### src/rtl/uart_rx_framer.sv
// UART receive framer: 2-flop synchronized rx, mid-bit sampling of start/data/stop,
// single-entry output register with valid/ready handshake, frame-error and overrun pulses.
module uart_rx_framer #(
  parameter int WIDTH        = 8,
  parameter int CLKS_PER_BIT = 868
) (
  input  logic             clk,
  input  logic             reset,
  input  logic             rx,
  output logic [WIDTH-1:0] rx_data,
  output logic             rx_valid,
  input  logic             rx_ready,
  output logic             frame_err,
  output logic             overrun,
  output logic             busy
);

  localparam int CNT_W = (CLKS_PER_BIT > 1) ? $clog2(CLKS_PER_BIT) : 1;
  localparam int BIT_W = $clog2(WIDTH + 1);

  localparam logic [CNT_W-1:0] CNT_LAST  = CNT_W'(CLKS_PER_BIT - 1);
  localparam logic [CNT_W-1:0] HALF_LAST = CNT_W'(CLKS_PER_BIT / 2 - 1);
  localparam logic [BIT_W-1:0] BIT_LAST  = BIT_W'(WIDTH - 1);
  localparam logic [CNT_W-1:0] CNT_ONE   = CNT_W'(1);
  localparam logic [BIT_W-1:0] BIT_ONE   = BIT_W'(1);

  typedef enum logic [1:0] {
    IDLE  = 2'd0,
    START = 2'd1,
    DATA  = 2'd2,
    STOP  = 2'd3
  } state_t;

  state_t             state_r;
  state_t             state_nxt_s;
  logic [CNT_W-1:0]   cnt_r;
  logic [CNT_W-1:0]   cnt_nxt_s;
  logic [BIT_W-1:0]   bit_cnt_r;
  logic [BIT_W-1:0]   bit_cnt_nxt_s;
  logic [WIDTH-1:0]   shift_r;
  logic [WIDTH-1:0]   shift_nxt_s;

  logic               rx_meta_r;
  logic               rxs_r;
  logic               rxs_prev_r;
  logic               fall_s;
  logic               stop_good_s;
  logic               stop_bad_s;

  logic [WIDTH-1:0]   rx_data_r;
  logic [WIDTH-1:0]   rx_data_nxt_s;
  logic               rx_valid_r;
  logic               rx_valid_nxt_s;
  logic               frame_err_r;
  logic               overrun_r;
  logic               overrun_nxt_s;
  logic               busy_r;

  assign fall_s = rxs_prev_r & ~rxs_r;

  // Synchronizer and edge-history flops; all idle-high so reset never fakes a start edge
  always_ff @(posedge clk or negedge reset) begin
    if (!reset) begin
      rx_meta_r  <= 1'b1;
      rxs_r      <= 1'b1;
      rxs_prev_r <= 1'b1;
    end else begin
      rx_meta_r  <= rx;
      rxs_r      <= rx_meta_r;
      rxs_prev_r <= rxs_r;
    end
  end

  // FSM state, bit-period counter, bit counter and shift register
  always_ff @(posedge clk or negedge reset) begin
    if (!reset) begin
      state_r   <= IDLE;
      cnt_r     <= {CNT_W{1'b0}};
      bit_cnt_r <= {BIT_W{1'b0}};
      shift_r   <= {WIDTH{1'b0}};
    end else begin
      state_r   <= state_nxt_s;
      cnt_r     <= cnt_nxt_s;
      bit_cnt_r <= bit_cnt_nxt_s;
      shift_r   <= shift_nxt_s;
    end
  end

  // Next-state logic; stop_good/stop_bad mark the stop-sample cycle
  always_comb begin
    state_nxt_s   = state_r;
    cnt_nxt_s     = cnt_r;
    bit_cnt_nxt_s = bit_cnt_r;
    shift_nxt_s   = shift_r;
    stop_good_s   = 1'b0;
    stop_bad_s    = 1'b0;
    case (state_r)
      IDLE: begin
        if (fall_s) begin
          state_nxt_s = START;
          cnt_nxt_s   = {CNT_W{1'b0}};
        end else begin
          state_nxt_s = IDLE;
        end
      end
      START: begin
        if (cnt_r == HALF_LAST) begin
          cnt_nxt_s     = {CNT_W{1'b0}};
          bit_cnt_nxt_s = {BIT_W{1'b0}};
          // A start bit that is high again at mid-bit is a glitch
          if (!rxs_r) begin
            state_nxt_s = DATA;
          end else begin
            state_nxt_s = IDLE;
          end
        end else begin
          cnt_nxt_s = cnt_r + CNT_ONE;
        end
      end
      DATA: begin
        if (cnt_r == CNT_LAST) begin
          cnt_nxt_s     = {CNT_W{1'b0}};
          shift_nxt_s   = {rxs_r, shift_r[WIDTH-1:1]};
          bit_cnt_nxt_s = bit_cnt_r + BIT_ONE;
          if (bit_cnt_r == BIT_LAST) begin
            state_nxt_s = STOP;
          end else begin
            state_nxt_s = DATA;
          end
        end else begin
          cnt_nxt_s = cnt_r + CNT_ONE;
        end
      end
      STOP: begin
        if (cnt_r == CNT_LAST) begin
          cnt_nxt_s   = {CNT_W{1'b0}};
          state_nxt_s = IDLE;
          if (rxs_r) begin
            stop_good_s = 1'b1;
          end else begin
            stop_bad_s = 1'b1;
          end
        end else begin
          cnt_nxt_s = cnt_r + CNT_ONE;
        end
      end
      default: begin
        state_nxt_s = IDLE;
        cnt_nxt_s   = {CNT_W{1'b0}};
      end
    endcase
  end

  // Output holding register: a same-cycle accept frees the slot for the new word
  always_comb begin
    rx_data_nxt_s  = rx_data_r;
    rx_valid_nxt_s = rx_valid_r;
    overrun_nxt_s  = 1'b0;
    if (stop_good_s) begin
      if (!rx_valid_r || rx_ready) begin
        rx_data_nxt_s  = shift_r;
        rx_valid_nxt_s = 1'b1;
      end else begin
        overrun_nxt_s = 1'b1;
      end
    end else if (rx_valid_r && rx_ready) begin
      rx_valid_nxt_s = 1'b0;
    end else begin
      rx_valid_nxt_s = rx_valid_r;
    end
  end

  // Registered outputs
  always_ff @(posedge clk or negedge reset) begin
    if (!reset) begin
      rx_data_r   <= {WIDTH{1'b0}};
      rx_valid_r  <= 1'b0;
      frame_err_r <= 1'b0;
      overrun_r   <= 1'b0;
      busy_r      <= 1'b0;
    end else begin
      rx_data_r   <= rx_data_nxt_s;
      rx_valid_r  <= rx_valid_nxt_s;
      frame_err_r <= stop_bad_s;
      overrun_r   <= overrun_nxt_s;
      busy_r      <= (state_nxt_s != IDLE);
    end
  end

  assign rx_data   = rx_data_r;
  assign rx_valid  = rx_valid_r;
  assign frame_err = frame_err_r;
  assign overrun   = overrun_r;
  assign busy      = busy_r;

endmodule

### config.mk
export PLATFORM = sky130hd
export DESIGN_NAME = uart_rx_framer
export DESIGN_NICKNAME = d
export VERILOG_FILES = /design/src/rtl/uart_rx_framer.sv
export SDC_FILE = /design/constraint.sdc
export NUM_CORES = 1
export LEC_CHECK = 0
export ABC_AREA = 0
export BUFFER_PORTS_ARGS = -buffer_cell sky130_fd_sc_hd__buf_2
export CAP_MARGIN = 20
export CORE_MARGIN = 1.5
export CORE_UTILIZATION = 52
export DETAILED_ROUTE_END_ITERATION = 10
export PLACE_DENSITY = 0.73
export SETUP_SLACK_MARGIN = 0.15
export SYNTH_ARGS = -nofsm -noshare
export SYNTH_HDL_FRONTEND = slang
export SYNTH_SLANG_ARGS = --single-unit
### constraint.sdc
create_clock -name clk -period 2.2 [get_ports clk]
set_clock_uncertainty 0.2 [all_clocks]
set_input_delay 0.44 -clock clk [delete_from_list [all_inputs] [get_ports clk]]
set_output_delay 0.44 -clock clk [all_outputs]
set_load 0.02 [all_outputs]
==> results.json <==
{
  "status": "finished clean",
  "area_growth_pct": 25.2,
  "synth_compound_area_share_pct": 11.2,
  "setup_violations": 0,
  "hold_viol_final": 0,
  "route.final.wire_length_um": 4050,
  "fmax_mhz": 467,
  "ys_ff_latch": 39,
  "synth_top_family_by_area": "simple AND/OR/NAND/NOR gates",
  "power.density_nw_per_um2": 717,
  "worstMarginPinSlew_ns": 0.472,
  "avgSynthCellArea_um2": 11.6,
  "nFillCells": 248,
  "cts.clk_slew.worst_paths_ns": 0.12,
  "slew_violations": 0,
  "synth-edff-count": 0,
  "start_util_pct": 54.6,
  "drc": 0,
  "max_cap_violations": 0,
  "critical_path_class": "register to register",
  "hold_path.class": "register to register",
  "ant_nets": 0,
  "n_antenna_cell": 0,
  "synth.net_count": 168,
  "worst_slack_ns": 0.0580,
  "cts_tree": "built",
  "peakVddDrop_v": 0.000343,
  "ys_types": 39,
  "die_h_um": 62.2,
  "grt_pass1_vias": 1337,
  "num_rows": 21,
  "start_kind": "register",
  "dp_hpwl_um": 2600,
  "grt_max_degree": 40,
  "synthMuxAreaShare_pct": 9.83,
  "core_um2": 3340,
  "crit_path_max_incr_delay_ns": 0.43,
  "dr.pass1.iters": 4,
  "syn-instance-count": 157,
  "r2r_slack_ns": 0.06,
  "synth_ff_type": "dfrtp_1",
  "grt-ovfl-total": 0,
  "cts_buffers": 5,
  "cp_data_required_time_ns": 2.23,
  "relSlewSlack_pct": 68.5,
  "fin_nets": 206,
  "critPathArrivalTime_ns": 2.18,
  "drive_gt1_share_pct": 40.8,
  "viasPerCell": 5.62,
  "period_needed_ns": 2.14,
  "cts_max_path_buffers": 2,
  "cts-root-buf": "clkbuf_4",
  "grt_usage_pct": 20.7,
  "cts.sinks": 39,
  "rsz0062_at_grt": "yes",
  "antenna_found_initial": 0,
  "pre_cts_ws_ns": 0.0460,
  "whs_ns": 0.166,
  "wl_per_cell_um": 16.8,
  "cts_htree_levels": 2,
  "layout_commonest_cell": "dfrtp_1",
  "seq_area_frac_synth_pct": 53.8,
  "port_buffers": 15,
  "path_max_fanout": 8,
  "tns_ns": 0,
  "die-area_um2": 3870,
  "clk_latency_ns": 0.35,
  "globalplace.congestion": 0.844,
  "synth_simple_gate_area_share_pct": 16.8,
  "synthAdderAreaFrac_pct": 4.81,
  "grt_pass1_wl_um": 6250,
  "dr.first_iter.drc_count": 102,
  "yosys_warnings": 0,
  "critPathCaptureType": "register",
  "synth_xor_area_share_pct": 0.962,
  "synth-async-reset-ratio_pct": 100,
  "cp_cell_sequence": "ha_2 -> nand4b_1 -> nor4_4 -> buf_4 -> nand4_4 -> mux2_4",
  "pin_count": 16,
  "dieWidth_um": 62.2,
  "netlist_area_um2": 1820,
  "final_cell_mix": "dfrtp_1 (36), buf_2 (15), mux2_2 (14)",
  "crit_slowest_cell": "dfrtp_1",
  "via_count": 1361,
  "period_share_pct": 97.4,
  "p_leak_nw": 1.08
}
## per-layer routing
metal  GRT usage (%)  routed length [µm]  part of all wire (%)
met1            25.4                1660                    41
met2            35.6                2180                    54
met3            5.07                 125                   3.1
met4            7.50                  82                   2.0
met5               0                   0                     0
## state kept, by name, summed over array words and instances, names as in the netlist
name	flops
bit_cnt_r	4
busy	1
frame_err	1
rx_valid	1
rx_data	8
cnt_r	10
rxs_prev_r	1
rxs_r	1
overrun	1
shift_r	8
rx_meta_r	1
state_r	2
## path summary, 6_finish.rpt
path,to,cells after the start,start
max in group asynchronous,rxs_r,3,reset
setup reg to reg,rx_data[7],6,cnt_r[0]
min in group asynchronous,state_r[1],3,reset
setup / recovery,rx_data[7],6,cnt_r[0]
hold / removal,rxs_r,0,rx_meta_r
hold reg to reg,rxs_r,0,rx_meta_r
## layout make-up
type	count	area (µm²)	share of cell area (%)
clock inverters	2	12.5	0.549
clock buffers	6	41.3	1.81
repair buffers	34	241	10.6
multi-input cells	108	920	40.4
flip-flops and latches	39	980	43.0
well taps	46	57.6	2.53
inverters	7	26.3	1.15
## worst max-delay path, delay by kind of cell (launching register included)
kind | cells | cell delay [ns]
buf+inv | 1 | 0.19
flops | 1 | 0.43
fa+ha+maj | 1 | 0.20
simple gates | 3 | 0.64
mux | 1 | 0.35
## stage by stage
stage	std cells	total power [mW]	instance area, µm²	util (%)
2_1_floorplan	157	1.02	1820	-
3_3_place_gp	225	1.13	2010	60.2
3_5_place_dp	225	1.14	2010	60.2
4_1_cts	238	1.52	2130	63.8
5_1_grt	242	1.73	2280	68.3
6_report	242	1.63	2280	68.3
## logic make-up after synthesis
| group | count (synthesis) |
|---|---|
| simple gates | 51 |
| flops | 39 |
| compound gates | 32 |
| mux | 16 |
| buf+inv | 10 |
| fa+ha+maj | 7 |
| xor+xnor | 2 |
## what timing repair did
action                                  4_1_cts  5_1_grt
pin swaps                                     2       10
hold buffers                                  2        0
hold endpoints to repair                     37        0
gates cloned                                  1        0
endpoints found under the setup margin       18       31
buffers inserted                              2        4
resized for setup                             6       27
## cell usage after synthesis (3+ instances only)
| master | instances | share of area [%] |
|---|---|---|
| dfrtp_1 | 36 | 49 |
| mux2_2 | 15 | 9.3 |
| nand2_1 | 14 | 2.9 |
| a31oi_1 | 8 | 2.7 |
| ha_1 | 7 | 4.8 |
| inv_1 | 7 | 1.4 |
| nand3_1 | 7 | 1.9 |
| a21oi_1 | 6 | 1.6 |
| o21ai_0 | 6 | 1.6 |
| and3_1 | 5 | 1.7 |
| nand2b_1 | 5 | 1.7 |
| nor2_1 | 5 | 1.0 |
| dfstp_2 | 3 | 4.3 |
| nand3b_1 | 3 | 1.2 |
| o22ai_1 | 3 | 1.0 |
## report_power, final
group          total (mW)  switching [mW]  leakage (nW)  internal [mW]
registers           0.792          0.0324         0.530          0.759
clock network       0.352           0.229        0.0282          0.123
logic               0.490           0.281         0.520          0.209
Note: power is estimated with default switching activity, not from simulation.
